===== src/rtl/feat_bram_reader.sv =====
// Feature BRAM port-B readout: sweeps every stored word once per frame and
// streams it out through a credit-limited prefetch FIFO.
module feat_bram_reader #(
  parameter int NEW_FEATURE_WIDTH  = 32,
  parameter int NUM_SUBGRAPHS      = 2708,
  parameter int NUM_FEATURE_OUT    = 16,
  parameter int NEW_FEATURE_DEPTH  = NUM_SUBGRAPHS * NUM_FEATURE_OUT,
  parameter int NEW_FEATURE_ADDR_W = $clog2(NEW_FEATURE_DEPTH),
  parameter int BRAM_RD_LATENCY    = 2,
  parameter int FIFO_DEPTH         = 4
) (
  input  logic                          clk,
  input  logic                          rst,
  input  logic                          start,
  input  logic                          gat_ready,
  output logic                          busy,
  output logic                          done,
  output logic [NEW_FEATURE_ADDR_W+1:0] feat_bram_addrb,
  input  logic [NEW_FEATURE_WIDTH-1:0]  feat_bram_dout,
  output logic [NEW_FEATURE_WIDTH-1:0]  m_tdata,
  output logic                          m_tvalid,
  input  logic                          m_tready,
  output logic                          m_tlast_node,
  output logic                          m_tlast
);

  localparam int AW  = NEW_FEATURE_ADDR_W;
  localparam int LAT = BRAM_RD_LATENCY;
  localparam int PW  = $clog2(FIFO_DEPTH);
  localparam int CW  = $clog2(FIFO_DEPTH + 1);
  localparam int FW  = $clog2(NUM_FEATURE_OUT + 1);
  localparam int NW  = $clog2(NUM_SUBGRAPHS + 1);

  localparam logic [AW-1:0] LAST_IDX  = AW'(NEW_FEATURE_DEPTH - 1);
  localparam logic [PW-1:0] LAST_PTR  = PW'(FIFO_DEPTH - 1);
  localparam logic [CW:0]   FD_W      = (CW+1)'(FIFO_DEPTH);
  localparam logic [FW-1:0] LAST_FEAT = FW'(NUM_FEATURE_OUT - 1);
  localparam logic [NW-1:0] LAST_NODE = NW'(NUM_SUBGRAPHS - 1);

  typedef enum logic [1:0] {
    IDLE,
    WAIT_RDY,
    STREAM,
    DRAIN
  } state_t;

  state_t state, state_nxt;

  logic [AW-1:0]  rd_idx;
  logic [LAT-1:0] pipe;
  logic [CW-1:0]  icnt;
  logic [CW-1:0]  fcnt;
  logic [PW-1:0]  wr_ptr;
  logic [PW-1:0]  rd_ptr;
  logic [FW-1:0]  feat_cnt;
  logic [NW-1:0]  node_cnt;
  logic [CW:0]    outst;

  logic [NEW_FEATURE_WIDTH-1:0] mem [FIFO_DEPTH];

  logic credit;
  logic issue;
  logic push;
  logic pop;
  logic last_addr;
  logic last_hs;

  assign outst     = {1'b0, fcnt} + {1'b0, icnt};
  assign credit    = outst < FD_W;
  assign issue     = (state == STREAM) && credit;
  assign last_addr = rd_idx == LAST_IDX;
  assign push      = pipe[LAT-1];
  assign pop       = m_tvalid && m_tready;
  assign last_hs   = pop && m_tlast;

  assign busy            = state != IDLE;
  assign feat_bram_addrb = {rd_idx, 2'b00};
  assign m_tvalid        = fcnt != '0;
  assign m_tdata         = m_tvalid ? mem[rd_ptr] : '0;
  assign m_tlast_node    = m_tvalid && (feat_cnt == LAST_FEAT);
  assign m_tlast         = m_tlast_node && (node_cnt == LAST_NODE);

  always_comb begin
    state_nxt = state;
    unique case (state)
      IDLE:     if (start) state_nxt = WAIT_RDY;
      WAIT_RDY: if (gat_ready) state_nxt = STREAM;
      STREAM:   if (issue && last_addr) state_nxt = DRAIN;
      DRAIN:    if (last_hs) state_nxt = IDLE;
      default:  state_nxt = IDLE;
    endcase
  end

  always_ff @(posedge clk) begin
    if (rst) begin
      state <= IDLE;
      done  <= 1'b0;
    end else begin
      state <= state_nxt;
      done  <= (state == DRAIN) && last_hs;
    end
  end

  // rd_idx parks on the last word rather than wrapping, then clears at frame end
  always_ff @(posedge clk) begin
    if (rst) begin
      rd_idx <= '0;
    end else if ((state == IDLE) && start) begin
      rd_idx <= '0;
    end else if (last_hs) begin
      rd_idx <= '0;
    end else if (issue && !last_addr) begin
      rd_idx <= rd_idx + AW'(1);
    end
  end

  always_ff @(posedge clk) begin
    if (rst) begin
      pipe <= '0;
      icnt <= '0;
    end else begin
      pipe <= (pipe << 1) | LAT'(issue);
      icnt <= icnt + CW'(issue) - CW'(push);
    end
  end

  always_ff @(posedge clk) begin
    if (push) mem[wr_ptr] <= feat_bram_dout;
  end

  always_ff @(posedge clk) begin
    if (rst) begin
      wr_ptr <= '0;
      rd_ptr <= '0;
      fcnt   <= '0;
    end else begin
      if (push) wr_ptr <= (wr_ptr == LAST_PTR) ? '0 : wr_ptr + PW'(1);
      if (pop) rd_ptr <= (rd_ptr == LAST_PTR) ? '0 : rd_ptr + PW'(1);
      fcnt <= fcnt + CW'(push) - CW'(pop);
    end
  end

  always_ff @(posedge clk) begin
    if (rst) begin
      feat_cnt <= '0;
      node_cnt <= '0;
    end else if (pop) begin
      if (feat_cnt == LAST_FEAT) begin
        feat_cnt <= '0;
        node_cnt <= (node_cnt == LAST_NODE) ? '0 : node_cnt + NW'(1);
      end else begin
        feat_cnt <= feat_cnt + FW'(1);
      end
    end
  end

endmodule


===== config.mk =====
export PLATFORM = sky130hd
export DESIGN_NAME = feat_bram_reader
export DESIGN_NICKNAME = d
export VERILOG_FILES = /design/src/rtl/feat_bram_reader.sv
export SDC_FILE = /design/constraint.sdc
export NUM_CORES = 1
export LEC_CHECK = 0
export CORE_UTILIZATION = 60
export DETAILED_ROUTE_END_ITERATION = 12
export PLACE_DENSITY = 0.95
export RECOVER_POWER = 25
export REMOVE_ABC_BUFFERS = 1
export SKIP_CTS_REPAIR_TIMING = 1
export SLEW_MARGIN = 40
export SYNTH_ARGS = -nofsm -noshare
export SYNTH_HDL_FRONTEND = slang
export SYNTH_SLANG_ARGS = --single-unit

===== constraint.sdc =====
create_clock -name clk -period 4 [get_ports clk]
set_input_delay 0.8 -clock clk [delete_from_list [all_inputs] [get_ports clk]]
set_output_delay 0.8 -clock clk [all_outputs]
set_load 0.02 [all_outputs]

[Word-level counts from Yosys, hierarchy flattened]
Memory sizes are Yosys's and may differ from the RTL's. A register that Yosys moved wholly into a read port is not among the register bits.
Index checks and enable logic that the tools add are counted.
Word-level totals
  bits in writable memories: 128
  input port bits: 37
  output and inout port bits: 55
  memory bits (read-only): 0
  word-level logic and storage cells: 65
  register bits after elaboration: 48
  memories kept: 1
  bits in latches: 0
Cells by class
  bitwise operators: 1
  multiply operators: 0
  add/sub/neg operators: 10
  muxes and demuxes: 14
  reductions and logical operators: 16
  $lt $le $gt $ge: 1
  div/mod/pow operators: 0
  eq/ne operators: 12
  shifts and indexed selects: 0
Memories
  mem: words 4, bits a word 32, rd ports 1, clocked after memory_dff 1, wr ports 1, line 59  | logic [NEW_FEATURE_WIDTH-1:0] mem [FIFO_DEPTH];
Operators by type and width (count)
  32-bit two-way mux: 1
  16-bit by 1-bit adder with 16-bit output, second input constant: 1
  16-bit equality test, second input constant: 1
  2-bit two-way mux: 8
  12-bit by 1-bit adder with 12-bit output, second input constant: 1
  12-bit equality test, second input constant: 1
  12-bit two-way mux: 1
  1-bit logical AND: 9
  2-bit equality test, second input constant: 4
  2-bit one-hot mux with 4 select lines: 1
  3-bit by 1-bit adder with 3-bit output: 2
  2-bit inequality test, second input constant: 3
  3-bit by 1-bit subtractor with 3-bit output: 2
  5-bit by 1-bit adder with 5-bit output, second input constant: 1
  5-bit by 4-bit equality test with 1-bit output, second input constant: 1
  5-bit two-way mux: 1
  2-bit by 1-bit adder with 2-bit output, second input constant: 2
  3-bit by 3-bit adder with 4-bit output: 1
  4-bit by 3-bit < comparator with 1-bit output, second input constant: 1
  4-bit AND reduction: 1
  3-bit nonzero test: 1
  3-bit OR reduction: 1
  2-bit by 1-bit equality test with 1-bit output, second input constant: 1
  2-bit zero test: 1
  6 further kinds: 7

[Logic depth before layout (Yosys ltp)]
Gate-level depths: netlist (run 1).
  depth in word-level cells: 6
  mapped depth: 11
  mapped depth without buffers: 10

[Worst setup path before layout (run 1)]
Ideal clock, no wire load.
  path kind: register to register
  from: register fcnt[2]
  to: register icnt[2]
  data arrival time: 2.296 ns
  setup slack: 1.576 ns
  stages on the path, launching flop included: 11
  buffers on the path: 1
  library setup time: 0.128 ns
  required time: 3.872 ns
  period minus slack after synthesis: 2.424 ns
  cells stage by stage: dfxtp_1 ha_1 nor4b_4 nand2_1 buf_2 ha_1 inv_1 ha_1 fa_1 xnor2_1 nor2_1
On the way
  word-level cells in the longest chain between the ends: 5
Ends and longest elaborated chain
  start, declared: line 52  | logic [CW-1:0] fcnt;
  start signal, assigned: line 139  | fcnt <= fcnt + CW'(push) - CW'(pop);
  3-bit by 3-bit adder with 4-bit output: line 68  | assign outst = {1'b0, fcnt} + {1'b0, icnt};
  4-bit by 3-bit < comparator with 1-bit output: line 69  | assign credit = outst < FD_W;
  1-bit logical AND: line 70  | assign issue = (state == STREAM) && credit;
  3-bit by 1-bit adder with 3-bit output: line 123  | icnt <= icnt + CW'(issue) - CW'(push);
  3-bit by 1-bit subtractor with 3-bit output: line 123
  end signal, assigned: line 123
  end, declared: line 51  | logic [CW-1:0] icnt;
Every way passes these cells.
A chain may end at the register's enable or synchronous reset.

==> results of run 1 <==
==> layer usage <==
metal | track usage [%] | vias up | routed length [um]
li1 | - | 1985 | -
met1 | 27.8 | 2165 | 5780
met2 | 42.7 | 121 | 7470
met3 | 5.03 | 6 | 631
met4 | 8.95 | 0 | 80
met5 | 0 | - | 0
==> report_power, final <==
| part | total (mW) | switching [mW] | internal [mW] |
|---|---|---|---|
| registers | 2.13 | 0.0869 | 2.04 |
| clock network | 1.48 | 0.637 | 0.843 |
| logic | 1.47 | 0.751 | 0.720 |
| total | 5.08 | 1.47 | 3.61 |
==> metrics by stage <==
step	std cells	worst slack (ns)	total power, mW	util, %	instance area (um2)
3_5_place_dp	705	0.958	3.64	70.0	8410
2_1_floorplan	466	0.889	3.03	-	7300
4_1_cts	734	0.532	5.13	74.3	8930
3_3_place_gp	705	1.02	3.59	69.9	8400
5_1_grt	734	0.474	5.30	74.4	8940
6_report	735	0.599	5.08	74.4	8940
==> cell type report <==
class,instances,share of cell area (%)
diodes,1,0.0280
inverters,18,0.756
well taps,147,2.06
multi-input cells,270,26.8
clock inverters,10,1.01
repair buffers,92,10.2
clock buffers,19,4.84
flip-flops and latches,178,54.3
==> cell usage in the layout, fill, tap and decap left out, types with 17 or more instances in the layout <==
cell type	n
ha_1	19
edfxtp_1	128
xnor2_1	20
clkdlybuf4s50_1	65
dlygate4sd3_1	24
clkbuf_16	17
dfxtp_1	48
mux4_2	32
nand2_1	19
and2_1	33
nor2_1	38
inv_1	18
==> registers in the layout, indices dropped and copies added (netlist names), named ones only <==
| register | cells |
|---|---|
| mem | 128 |
| rd_idx | 16 |
| node_cnt | 12 |
| feat_cnt | 5 |
| fcnt | 3 |
| icnt | 3 |
| pipe | 2 |
| rd_ptr | 2 |
| state | 2 |
| wr_ptr | 2 |
| done | 1 |
==> worst paths after layout <==
path                      startpoint                 end  slack, ns  depth (start not counted)
setup / recovery                flop         m_tdata[31]       0.60                          4
hold / removal    pipe[0]$_SDFF_PP0_  pipe[1]$_SDFF_PP0_       0.45                          1
setup reg to reg  fcnt[2]$_SDFF_PP0_  icnt[2]$_SDFF_PP0_       1.32                          9
hold reg to reg   pipe[0]$_SDFF_PP0_  pipe[1]$_SDFF_PP0_       0.45                          1
==> kinds of logic after synthesis <==
logic type	count (synthesis)
buffers and inverters	36
AOI/OAI and AO/OA	20
and+or+nand+nor	163
other	1
DFF	178
xor gates and xnor gates	29
adders and majority gates	21
muxes	35
==> worst max-delay path, cell delays in order, from the launching register on <==
cell and delay (ns):
dfxtp_2 0.31, buf_4 0.52, mux4_2 0.60, and2_1 0.19, clkdlybuf4s50_1 0.55
==> results.md, run 1 <==
- Total Neg Setup Slack: 0 ns
- Fraction of the mapped netlist area in adder cells: 3.76%
- Global-route wire length before repair: 22.4 mm
- Clk slew on worst S/H paths: 0.06 ns
- DRC: 0
- Slew of the pin with the lowest slew margin: 0.646 ns
- Async SR Flop Fraction: 0%
- Register area: 4850 um2
- Post-DRT Antenna Nets: 0
- Post-synth EDFFs: 128
- I/O pin count: 92
- Synth warn: 0
- Worst setup EP type: primary output
- Fmax: 294 MHz
- Die width: 113 um
- Sequential fraction of the synthesis area: 65.6%
- Clk root buf: clkbuf_16
- Post-Syn Area: 7380 um2
- Largest net degree at the start of global routing: 35
- Fillers: 738
- Final Hold Viols: 0
- Skew-Pair Late Insertion Delay: 0.42 ns
- Die Ht: 113 um
- Yosys reg bits: 178
- Longest Clk Path Bufs: 2
- Number of global-route vias before repair: 4,420
- Dpl hpwl: 8.27 mm
- Remaining Overflow, GRT: 0
- Number of core rows: 40
- Area leader, netlist: edfxtp_1
- Number of I/O port buffers: 89
- CP max FO: 32
- Final Max Tran Viols: 0
- Die area: 12,800 um2
- Synth Area in Compound Gates: 1.85%
- Fin nets: 635
- Multi-input gate area: 2400 um2
- Top_reg_cell synth: edfxtp_1
- Tot GR Track Use: 23.6%
- Initial antenna violation count: 0
- Layout cells sized above 1: 12.9%
- Synth Area per Inst: 15.3 um2
- Largest family of logic cells by synthesized area: simple AND/OR/NAND/NOR gates
- DR WL/cell: 19.0 um
- Final Skew: 0.00980 ns
- Mux contribution to synthesized area: 10.2%
- Cts bufs inserted: 17
- Crit path kind: flop to primary output
- Power Dens Cells: 568 nW/um2
- Most numerous cell in the Yosys netlist: edfxtp_1
- Syn Inst Count: 483
- Commonest cells post-synth: edfxtp_1, dfxtp_1, nor2_1
- Arrival time at the worst endpoint: 2.60 ns
- Pre-Repair DR Iteration Count: 5
- CTS tree: done
- Library cells used by synthesis: 50
- Final setup viols: 0
- Leading post-synthesis cells by cell area: edfxtp_1, dfxtp_1, mux4_2
- Worst hold slack: 0.448 ns
- Core area: 12,000 um2
- Post-synth top area share: 52.1%
- Status: completed
- Initial core utilization: 61.5%
- Max rail drop VDD: 0.463 mV
- Synth Area in XOR/XNOR: 3.44%
- Clk sink count: 178
- Global placement routability congestion: 0.827
- Via count: 4,277
- HP Class: flop to flop
- CP Launch Type: flop
- P_leak: 2.98 nW
- Via/cell ratio: 5.82
- Max_cap viols: 0
- RSZ-0062 raised after global routing: no
- CTS H-tree depth: 4
- Max_slew headroom: 56.9%
- Min Tclk post-route: 3.40 ns
- WP data required: 3.20 ns
- Tcrit/Tclk final: 85.0%
- Area Overhead vs Synth: 21.1%
- Initial DRC count: 272
- Post-Route WL: 14.0 mm
- Simple-gate share of the synthesized area: 13.0%
Note: power is estimated with default switching activity, not from simulation.
==> run 2: changes to the inputs <==
--- a/config.mk
+++ b/config.mk
@@ -5,10 +5,11 @@
 export SDC_FILE = /design/constraint.sdc
 export NUM_CORES = 1
 export LEC_CHECK = 0
+export CAP_MARGIN = 10
 export CORE_UTILIZATION = 60
 export DETAILED_ROUTE_END_ITERATION = 12
 export PLACE_DENSITY = 0.95
-export RECOVER_POWER = 25
+export RECOVER_POWER = 100
 export REMOVE_ABC_BUFFERS = 1
 export SKIP_CTS_REPAIR_TIMING = 1
 export SLEW_MARGIN = 40
==> results.md, run 2 (same netlist as run 1, synthesis figures left out) <==
- Number of global-route vias before repair: 4,420
- RSZ-0062 raised after global routing: no
- Longest Clk Path Bufs: 2
- Dpl hpwl: 8.27 mm
- Logic pwr share: 27.6%
- Worst-path cell chain: clkbuf_4, mux4_2, and2_1, dlygate4sd3_1
- Util after Layout: 73.9%
- Core area: 12,000 um2
- Skew-Pair Late Insertion Delay: 0.42 ns
- Clk slew on worst S/H paths: 0.06 ns
- Switch share: 29.2%
- Status: finished with violations
- Worst hold slack: 0.448 ns
- Tot GR Track Use: 23.6%
- Largest Register: mem
- Crit-path leading delay family: buffers and inverters
- Worst r2r src: fcnt[1]$_SDFF_PP0_
- CP max FO: 32
- Total Neg Setup Slack: 0 ns
- Die area: 12,800 um2
- Die Ht: 113 um
- Fmax: 280 MHz
- Reg2reg path depth: 9
- Number of I/O port buffers: 89
- Initial DRC count: 301
- CTS H-tree depth: 4
- Min Tclk post-route: 3.57 ns
- Via/cell ratio: 5.84
- Global-route wire length before repair: 22.4 mm
- CP Launch Type: flop
- Area Overhead vs Synth: 20.3%
- Register-to-register setup slack: 1.04 ns
- HP Class: flop to flop
- Most common cell after layout, fill and taps aside: edfxtp_1
- Arrival time at the worst endpoint: 2.77 ns
- Power Dens Cells: 560 nW/um2
- HP Start: pipe[0]$_SDFF_PP0_
- Cts bufs inserted: 17
- Internal power: 3.52 mW
- I/O pin count: 92
- Post-Route WL: 13.9 mm
- Clk sink count: 178
- Max rail drop VDD: 0.452 mV
- Die width: 113 um
- Worst path buffer plus inverter count: 2
- Layout cells sized above 1: 11.4%
- Slowest stage cell, crit path: dlygate4sd3_1
- Final Max Tran Viols: 132
- Global placement routability congestion: 0.827
- Max_slew headroom: -58.5%
- Failing checks: max-capacitance violations, max-slew violations
- Remaining Overflow, GRT: 0
- Initial antenna violation count: 0
- Biggest regs: mem (128), rd_idx (16), node_cnt (12)
- Slew of the pin with the lowest slew margin: 2.38 ns
- P_leak: 3.10 nW
- Final total power: 4.98 mW
- Max_cap viols: 4
- Via count: 4,296
- DR WL/cell: 19.0 um
- Clk root buf: clkbuf_16
- Worst Hold End: pipe[1]$_SDFF_PP0_
- Final Hold Viols: 0
- Max reg flops: 128
- Tcrit/Tclk final: 89.1%
- WP data required: 3.20 ns
- Hold Path Depth: 1
- CTS tree: done
- Initial core utilization: 61.5%
- Fillers: 748
- Post-DRT Antenna Nets: 0
- Fin nets: 635
- Number of core rows: 40
- Flop pwr share: 42.7%
- Crit path kind: flop to primary output
- Capturing point of the worst reg2reg path: fcnt[2]$_SDFF_PP0_
- Final Skew: 0.0111 ns
- Critical path's largest stage delay: 0.66 ns
- Power share of the clock group: 29.7%
- DRC: 0
- Pre-Repair DR Iteration Count: 5
- Final setup viols: 0
- P_sw: 1.45 mW
- Largest net degree at the start of global routing: 35
- Commonest cells after routing, fill and taps aside: edfxtp_1, dlygate4sd3_1, dfxtp_1, nor2_1, and2_1
- Worst setup EP type: primary output
## run 2: cell count changes in the layout (fill, tap and decap cells not counted), moves of 3 or more
cell             delta
and2_4              -4
buf_4               -3
clkdlybuf4s50_1    -61
dlygate4sd3_1      +61
and2_0              +4
## run 2: worst register-to-register path: stages, from the launching register on
cell and delay (ns):
dfxtp_1 0.38, o31ai_1 0.90, inv_1 0.25, ha_1 0.35
inv_1 0.04, ha_1 0.19, fa_1 0.38, xnor2_1 0.17
xnor2_1 0.13, nor2_1 0.05
## run 2: area by class of cell
type                       instances  area, um2  area share (%)
sequential                       178       4850            54.6
multi-input combinational        270       2350            26.4
timing repair buffer              92        907            10.2
clock buffer                      19        433            4.87
tap                              147        184            2.07
clock inverter                    10       90.1            1.01
inverter                          18       67.6           0.761
antenna                            1       2.50          0.0282
## run 2: worst max path at each step
stage | from | end | slack (ns) | cells past startpoint
after floorplan | flop | m_tdata[0] | 0.89 | 2
after global placement | m_tready | fcnt[2]$_SDFF_PP0_ | 1.02 | 10
after detailed placement | m_tready | fcnt[2]$_SDFF_PP0_ | 0.96 | 10
after CTS | flop | m_tdata[31] | 0.53 | 4
after global routing | flop | m_tdata[31] | 0.30 | 4
final | flop | m_tdata[31] | 0.43 | 4
## run 2: metal layers
metal / share of wire, % / up-vias / GRT usage (%)
met5: 0 / - / 0
li1: - / 1990 / -
met4: 0.70 / 0 / 8.95
met1: 41 / 2146 / 27.8
met3: 5.1 / 8 / 5.03
met2: 54 / 152 / 42.7
## run 2: metrics by stage
| stage | setup WS, ns | std cells | cell area (um2) |
|---|---|---|---|
| finish | 0.435 | 735 | 8880 |
| global route | 0.302 | 734 | 8880 |
| CTS | 0.532 | 734 | 8930 |
| detailed placement | 0.958 | 705 | 8410 |
| global placement | 1.02 | 705 | 8400 |
| floorplan | 0.889 | 466 | 7300 |
## run 2: power by group through the flow
stage / combinational (mW) / sequential, mW / clock (mW)
floorplan: 0.841 / 2.19 / 0
global placement: 1.43 / 2.16 / 0
detailed placement: 1.47 / 2.17 / 0
CTS: 1.49 / 2.13 / 1.51
global route: 1.48 / 2.14 / 1.58
finish: 1.37 / 2.12 / 1.48
==> run 3: changes to the inputs <==
--- a/config.mk
+++ b/config.mk
@@ -8,9 +8,9 @@
 export CAP_MARGIN = 10
 export CORE_UTILIZATION = 60
 export DETAILED_ROUTE_END_ITERATION = 12
+export MAX_ROUTING_LAYER = met4
 export PLACE_DENSITY = 0.95
 export RECOVER_POWER = 100
-export REMOVE_ABC_BUFFERS = 1
 export SKIP_CTS_REPAIR_TIMING = 1
 export SLEW_MARGIN = 40
 export SYNTH_ARGS = -nofsm -noshare
==> results.md, run 3 (same netlist as run 1, synthesis figures left out) <==
- P_leak: 3.16 nW
- Cts bufs inserted: 17
- Crit-path leading delay family: buffers and inverters
- Largest net degree at the start of global routing: 22
- Fmax: 281 MHz
- Final Hold Viols: 0
- Reg2reg path depth: 9
- Arrival time at the worst endpoint: 2.76 ns
- Most common cell after layout, fill and taps aside: edfxtp_1
- Global placement routability congestion: 0.837
- Max reg flops: 128
- Slew of the pin with the lowest slew margin: 1.33 ns
- RSZ-0062 raised after global routing: no
- Layout cells sized above 1: 11.9%
- Total Neg Setup Slack: 0 ns
- Tot GR Track Use: 26.2%
- Post-Route WL: 14.7 mm
- Antenna cell count: 0
- Fillers: 726
- Clk root buf: clkbuf_16
- Initial DRC count: 354
- Status: completed
- Post-DRT Antenna Nets: 0
- Power Dens Cells: 580 nW/um2
- Initial antenna violation count: 0
- Worst hold slack: 0.447 ns
- Worst Hold End: pipe[1]$_SDFF_PP0_
- WP data required: 3.20 ns
- Final Max Tran Viols: 0
- Initial core utilization: 61.5%
- I/O pin count: 92
- Hold Path Depth: 1
- Max_slew headroom: 11.3%
- Slowest stage cell, crit path: dfxtp_2
- Die Ht: 113 um
- Number of global-route vias before repair: 4,628
- Worst setup EP type: primary output
- Die area: 12,800 um2
- Global-route wire length before repair: 24.0 mm
- CTS tree: done
- Skew-Pair Late Insertion Delay: 0.42 ns
- Core area: 12,000 um2
- Worst-path cell chain: buf_12, mux4_2, and2_1, dlygate4sd3_1
- Clk sink count: 178
- Area Overhead vs Synth: 21.9%
- Biggest regs: mem (128), rd_idx (16), node_cnt (12)
- Capturing point of the worst reg2reg path: fcnt[2]$_SDFF_PP0_
- Longest Clk Path Bufs: 2
- Tcrit/Tclk final: 88.9%
- Worst r2r src: fcnt[1]$_SDFF_PP0_
- Fin nets: 642
- Dpl hpwl: 9.62 mm
- HP Class: flop to flop
- Min Tclk post-route: 3.56 ns
- Worst path buffer plus inverter count: 2
- HP Start: pipe[0]$_SDFF_PP0_
- Final Skew: 0.00660 ns
- Register-to-register setup slack: 0.86 ns
- Via count: 4,323
- Max_cap viols: 0
- Final setup viols: 0
- DRC: 0
- Remaining Overflow, GRT: 0
- Clk slew on worst S/H paths: 0.06 ns
- Number of core rows: 40
- Critical path's largest stage delay: 0.69 ns
- CP Launch Type: flop
- Max rail drop VDD: 0.396 mV
- Via/cell ratio: 5.81
- DR WL/cell: 19.7 um
- Crit path kind: flop to primary output
- Die width: 113 um
- Pre-Repair DR Iteration Count: 4
- CP max FO: 18
- Commonest cells after routing, fill and taps aside: edfxtp_1, dlygate4sd3_1, dfxtp_1, nor2_1, and2_1
- Number of I/O port buffers: 89
- Largest Register: mem
- CTS H-tree depth: 4
-- run 3: changes by cell type in the layout (fill, tap and decap cells not counted), sizes merged --
| cell | delta |
|---|---|
| buf | +4 |
| bufinv | +3 |
| clkbuf | +4 |
| clkdlybuf4s50 | +2 |
| diode | -1 |
| dlygate4sd3 | -2 |
| inv | -1 |
-- run 3: worst max-delay path by stage --
stage | startpoint | end | cells past startpoint
floorplan | fcnt[2]$_SDFF_PP0_ | icnt[2]$_SDFF_PP0_ | 10
global placement | m_tready | fcnt[2]$_SDFF_PP0_ | 10
detailed placement | m_tready | fcnt[2]$_SDFF_PP0_ | 10
CTS | flop | m_tdata[23] | 4
global route | flop | m_tdata[23] | 4
finish | flop | m_tdata[23] | 4
-- run 3: final cells by class --
class / count / area [um2] / share of cell area, %
Inverter: 18 / 67.6 / 0.751
Sequential cell: 178 / 4850 / 53.8
Clock inverter: 12 / 164 / 1.82
Clock buffer: 20 / 437 / 4.85
Multi-Input combinational cell: 270 / 2350 / 26.1
Timing Repair Buffer: 99 / 956 / 10.6
Tap cell: 147 / 184 / 2.04
-- run 3: per-stage QoR --
stage | total power, mW | area [um2] | cells | setup slack (ns) | utilization [%]
2_1_floorplan | 3.07 | 7390 | 484 | 1.58 | -
4_1_cts | 5.35 | 9060 | 744 | 0.481 | 75.5
6_report | 5.22 | 9000 | 744 | 0.444 | 74.9
5_1_grt | 5.43 | 9000 | 744 | 0.290 | 74.9
3_3_place_gp | 3.62 | 8460 | 712 | 0.999 | 70.4
3_5_place_dp | 3.68 | 8460 | 712 | 0.890 | 70.5
-- run 3: worst reg2reg max path: stages (launching register included) --
cell	delay, ns
dfxtp_1	0.38
o31ai_1	0.94
inv_1	0.29
ha_1	0.37
inv_1	0.05
ha_1	0.18
fa_1	0.38
xnor2_1	0.19
xnor2_1	0.15
nor2_1	0.06
-- run 3: per-layer routing --
| layer | GRT usage (%) | vias up | part of all wire, % |
|---|---|---|---|
| met3 | 4.34 | 30 | 4.4 |
| met1 | 29.7 | 2149 | 40 |
| met5 | - | - | 0 |
| li1 | - | 2001 | - |
| met4 | 12.9 | 0 | 2.4 |
| met2 | 45.6 | 143 | 54 |
-- run 3: power breakdown --
group          switching, mW  leakage (nW)  internal (mW)
Clock                  0.647         0.291           1.04
Sequential            0.0895          1.56           2.04
Combinational          0.742          1.31          0.660
Total                   1.48          3.16           3.74
